## config.mk

```make
export PLATFORM = sky130hd
export DESIGN_NAME = series_adder_stream_packer
export DESIGN_NICKNAME = d
export VERILOG_FILES = /design/src/rtl/series_adder_pkg.sv /design/src/rtl/series_adder_stream_packer.sv
export SDC_FILE = /design/constraint.sdc
export NUM_CORES = 1
export LEC_CHECK = 0
export CAP_MARGIN = 20
export CORE_ASPECT_RATIO = 0.5
export CORE_MARGIN = 8
export CORE_UTILIZATION = 34
export DETAILED_ROUTE_END_ITERATION = 7
export PLACE_DENSITY = 0.64
export REMOVE_ABC_BUFFERS = 1
export SETUP_SLACK_MARGIN = 0.1
export SYNTH_ARGS = -nofsm -noshare
export SYNTH_HDL_FRONTEND = slang
export SYNTH_SLANG_ARGS = --single-unit
```

## constraint.sdc

```tcl
create_clock -name clk -period 23.9 [get_ports clk]
set_input_delay 4.78 -clock clk [delete_from_list [all_inputs] [get_ports clk]]
set_output_delay 4.78 -clock clk [all_outputs]
set_load 0.1 [all_outputs]
```

## src/rtl/series_adder_pkg.sv

```systemverilog
// Shared constants and state encoding for the series adder stream packer.
package series_adder_pkg;

  localparam int WORD_W   = 32;
  localparam int RESULT_W = 40;

  typedef enum logic [1:0] {
    COLLECT = 2'd0,
    FULL    = 2'd1,
    DRAIN   = 2'd2
  } state_t;

endpackage

```

## src/rtl/series_adder_stream_packer.sv

```systemverilog
// Packs an AXI-Stream frame of up to M words into one wide word with a
// valid/ready hand-off; flags short frames and drains the tail of long ones.
module series_adder_stream_packer
  import series_adder_pkg::*;
#(
  parameter int M = 8,
  parameter int W = WORD_W
) (
  input  logic           clk,
  input  logic           rst_p,
  input  logic [W-1:0]   s_tdata,
  input  logic           s_tvalid,
  input  logic           s_tlast,
  output logic           s_tready,
  output logic [M*W-1:0] data_o,
  output logic           data_vld,
  input  logic           data_rdy,
  output logic           err_short,
  output logic           err_long
);

  localparam int IDX_W = (M > 1) ? $clog2(M) : 1;
  localparam logic [IDX_W-1:0] IDX_LAST = IDX_W'(M - 1);

  state_t           state;
  logic [IDX_W-1:0] idx;
  logic             long_flag;
  logic             last_lane;

  // Ready is a pure function of state so the first post-reset cycle accepts.
  assign s_tready  = !rst_p && (state != FULL);
  assign last_lane = (idx == IDX_LAST);

  always_ff @(posedge clk or posedge rst_p) begin
    if (rst_p) begin
      state     <= COLLECT;
      idx       <= '0;
      long_flag <= 1'b0;
      data_o    <= '0;
      data_vld  <= 1'b0;
      err_short <= 1'b0;
      err_long  <= 1'b0;
    end else begin
      // NOTE: error pulses default low every cycle, so any set below lasts exactly one cycle.
      err_short <= 1'b0;
      err_long  <= 1'b0;
      case (state)
        COLLECT: begin
          if (s_tvalid) begin
            data_o[idx*W +: W] <= s_tdata;
            if (last_lane || s_tlast) begin
              state     <= FULL;
              data_vld  <= 1'b1;
              idx       <= '0;
              err_short <= s_tlast && !last_lane;
              err_long  <= last_lane && !s_tlast;
              long_flag <= last_lane && !s_tlast;
            end else begin
              idx <= idx + 1'b1;
            end
          end
        end
        FULL: begin
          if (data_rdy) begin
            data_vld <= 1'b0;
            data_o   <= '0;
            idx      <= '0;
            state    <= long_flag ? DRAIN : COLLECT;
          end
        end
        DRAIN: begin
          // Overflow beats are dropped until the producer closes its frame.
          if (s_tvalid && s_tlast) begin
            state     <= COLLECT;
            long_flag <= 1'b0;
          end
        end
        default: state <= COLLECT;
      endcase
    end
  end

endmodule

```

# Word level (Yosys, flattened, before mapping)

Cells that the tools add are included.

Register bits after elaboration: 265
Bits of input ports: 37
Output and inout bits: 260
Logic and storage cells: 62

Add/subtract/negate cells: 2
Equal/unequal tests: 8
Shift operators: 2
Multiplexer cells: 28
Reduce and logical (&&, ||, !) cells: 15

Operators with widths:

| kind                                                     | number |
|---|---|
| two-way mux 256 bit                                      | 2 |
| case mux 256 bit (2 select lines)                        | 1 |
| bitwise mux 256 bit                                      | 1 |
| variable shift 32 x 34 -> 256 bit (first input constant) | 1 |
| indexed part select 32 x 34 -> 256 bit                   | 1 |
| negator 8 -> 34 bit                                      | 1 |
| two-way mux 1 bit                                        | 12 |
| AND reduction 4 bit                                      | 3 |
| two-way mux 2 bit                                        | 5 |
| two-way mux 3 bit                                        | 3 |
| inequality test 2 bit (second input constant)            | 4 |
| case mux 2 bit (3 select lines)                          | 1 |
| case mux 3 bit (2 select lines)                          | 1 |
| logical AND 1 bit                                        | 4 |
| case mux 1 bit (2 select lines)                          | 2 |
| nonzero test 2 bit                                       | 2 |
| adder 3 x 1 -> 3 bit (second input constant)             | 1 |
| == test 3 bit (second input constant)                    | 1 |
| logical NOT 1 bit                                        | 3 |
| AND reduction 3 bit                                      | 1 |
| == test 2 x 1 -> 1 bit (second input constant)           | 1 |
| == test 2 bit (second input constant)                    | 1 |
| logical NOT 2 bit                                        | 1 |
| inequality test 2 x 1 -> 1 bit (second input constant)   | 1 |
| logical OR 1 bit                                         | 1 |

# Logic depth before layout (Yosys ltp)

Word-level depth: 6
Mapped depth: 10
Mapped depth without buffers: 7

# Worst setup path after synthesis

Ideal clock, no wire load.

Kind: input-to-output
Start: input port rst_p
End: output port s_tready
Arrival: 6,033 ps
Data required time: 19,120 ps
Setup slack: 13,087 ps
Stages on the path: 1
Path buffers: 0
Path through: nor2_1

Word-level cells in the longest chain between the ends: 2

RTL lines:

| item                               | RTL line                         | text |
|---|---|---|
| from (decl)                        | series_adder_stream_packer.sv:10 | `input logic rst_p,` |
| logical NOT 1 bit (no source line) | n/a                              |  |
| logical AND 1 bit                  | series_adder_stream_packer.sv:31 | `assign s_tready = !rst_p && (state != FULL);` |
| to (decl)                          | series_adder_stream_packer.sv:14 | `output logic s_tready,` |

No other way between the ends.

# Worst setup path after layout

Ends and elaborated chain as after synthesis.

==> run metrics <==
status=completed; # IOs=297; Starting DRT DRC Count=793; Switch Pwr=roughly 500 uW; Crit Path Max Fanout=2; most frequent cells in the layout=clkdlybuf4s50_1, dfrtp_1, nand2_1; final hold vios=0; Yosys top cell area share=between 60% and 70%; H-tree Lvls=1; largest net degree at the start of global routing=99; global-route wire length before repair=about 57000 microns; part of the power in registers=37.6%; Post-Syn Area=10530 sq um; Post-CTS Setup Inserts=0; CP Capture Type=output port; number of synthesized register bits=265; cells after synthesis=940; Seq/Total Area, Yosys=62.95%; crit-path cells=clkdlybuf4s50_1 -> nor2_1 -> clkdlybuf4s50_1; CTS clk-pin slew, worst paths=60 ps; fill count=2702; r2r setup slk=20270 ps; Setup crit start kind=input port; Reg2Reg Depth=8; number of synthesized flops with an enable pin=0; Pint=801.4 uW; Main synth FF type=dfrtp_1; Total Die Area=37210 sq um; Ys Warns=0; worst relative slew slack=between 20% and 30%; Vias=approximately 8700; Pwr Density=89.58 nW/um^2; vias in the first global route=~8600; Leakage=0.006465 uW; Netlist cell types=44; port buffer count=296; Clock Power Share=32.5%; Avg Vias per Cell=between 5 and 6; Clock Skew=22.35 ps; Antenna Nets Post-Route=0; overall power=1315 uW; Area Overhead vs Synth=39.40%; final instance area=14680 sq um; core area=30400 sq um; max cap viols=0; RSZ-0062 raised after global routing=false; M1 WL=14940 microns; Hold Buf Count CTS=0; TritonCTS clock tree=built; Avg Synthesized Cell Area=11.21 sq um; Final Critical Period=11380 ps; WP buf/inv=2; switch share=39.08%; Placer Congestion=0.8059; Fmax=just under 0.09 GHz; hold path cells=1; most common cell after layout, fill and taps aside=clkdlybuf4s50_1; GRT overflow=0; hold_ws=496.2 ps; Critical Setup Path Class=input port to output port; RR Startpoint=idx[0]; Largest delay share family, worst path=buffers and inverters; Site Rows=45; post-CTS sizing=0; CTS Buffer Depth=3; Max IR drop VDD=0.05278 mV; Num CTS Buffers=26; Die Ht=140.5 microns; Hold Path Origin=data_o[251]; Final HPWL DP=25710 microns; DRT Pass-1 Iters=5; final setup TNS=0 ps; Cell Area, Placed=13740 sq um; hold path endpoint=data_o[251]; worst-margin pin slew=~1100 ps; most area-consuming cells after synthesis=dfrtp_1, a22o_1, nand2_1, nand3_1, o21ai_0; top sig layer=met4; root buffer cell=clkbuf_16; Routed WL=38220 microns; HP Class=register to register; nets@finish=1233; Die W=between 200 and 300 microns; routed wire length per instance=23.75 microns; RR Endpoint=data_o[38]; DRC=0; Global Route Usage Sum=19.54%; most used cell, CP=clkdlybuf4s50_1; share of cells above drive strength 1=6.700%; slowest CP cell=clkdlybuf4s50_1; WL met3=roughly 2000 microns; Clock Sinks=265; initial core utilization=~35%; initial antenna violation count=1; CP required=19120 ps; Worst-Skew Late Latency=about 550 ps; combinational share of power=between 20% and 30%; Critical Path Max Stage Delay=1150 ps; Async S/R FF share, synth=100.0%; Synth area leader=dfrtp_1; Final Cycle Share=47.63%; Data arrival, critical path=between 6000 and 7000 ps; # setup viols final=0; Final Slew Violations=0; routed wl met2=19840 microns
-- flip-flops by register name, summed over array words and instances, names as in the netlist --
signal / cells
data_vld: 1
state: 2
long_flag: 1
data_o: 256
err_long: 1
err_short: 1
idx: 3
-- kinds of logic (layout without fill, tap and decap cells) --
family | Yosys count | after routing | share of synthesized area [%]
other | 0 | 1 | 0
AND/OR/NAND/NOR | 322 | 322 | 14.44
multiplexers | 2 | 2 | 0.2019
AO/OA/AOI/OAI | 241 | 241 | 17.01
flip-flops | 265 | 265 | 62.95
buffers and inverters | 103 | 372 | 4.561
adder cells (fa/ha/maj) | 7 | 7 | 0.8314
-- worst reg2reg max path, stage by stage, from the launching register on --
cell,delay (ps)
dfrtp_1,590
inv_1,250
ha_1,280
ha_1,690
nand2_1,80
or4_1,630
and2_1,410
buf_4,320
a22o_1,270
-- per-layer routing --
metal | global-route usage [%] | vias to the layer above
met5 | 0 | -
met4 | 7.207 | 0
met3 | 2.952 | 79
met2 | 34.16 | 307
met1 | 24.42 | 4431
li1 | - | 3845
-- layout make-up --
class	instances	area (sq um)	area share, %
Antenna cell	1	2.502	0.01704
Clock buffer	35	724.4	4.934
Clock inverter	13	157.7	1.074
Inverter	7	33.78	0.2301
Multi-Input combinational cell	572	3462	23.58
Sequential cell	265	6631	45.16
Tap cell	399	499.2	3.400
Timing Repair Buffer	317	3173	21.61
-- through the flow --
| step | cells | utilization (%) | setup WS (ps) |
|---|---|---|---|
| floorplan | 844 | - | 11820 |
| global placement | 1557 | 45.14 | 12520 |
| detailed placement | 1558 | 45.21 | 12520 |
| CTS | 1606 | 48.11 | 12520 |
| global route | 1609 | 48.30 | 12480 |
| finish | 1609 | 48.30 | 12520 |
-- cell usage after synthesis, types with 2 or more instances --
master	instances
a21oi_1	6
a22o_1	110
a32o_1	18
and2_1	2
and3_1	2
buf_1	9
buf_2	42
buf_6	5
clkbuf_1	39
dfrtp_1	265
ha_1	7
inv_1	7
nand2_1	162
nand3_1	117
nand4_1	5
nor2_1	7
nor2b_1	4
nor3_1	2
nor3_2	2
nor3b_1	4
nor3b_2	2
o21ai_0	74
o21ai_1	11
o2bb2ai_1	16
o31a_1	2
or3_1	2
-- worst max path at each step --
stage | start | to | slack (ps) | cells after the start
finish | rst_p | s_tready | 12520 | 3
global route | rst_p | s_tready | 12480 | 3
CTS | rst_p | s_tready | 12520 | 3
detailed placement | rst_p | s_tready | 12520 | 3
global placement | rst_p | s_tready | 12520 | 3
floorplan | rst_p | data_o[0] | 11820 | 1
-- power groups by stage --
stage          sequential, uW  combinational (uW)  clock [uW]
2_1_floorplan             699                72.9           0
3_3_place_gp              502                 389           0
3_5_place_dp              503                 393           0
4_1_cts                   495                 394         434
5_1_grt                   498                 408         452
6_report                  495                 394         427
No activity file was read; power rests on OpenSTA's default activity.
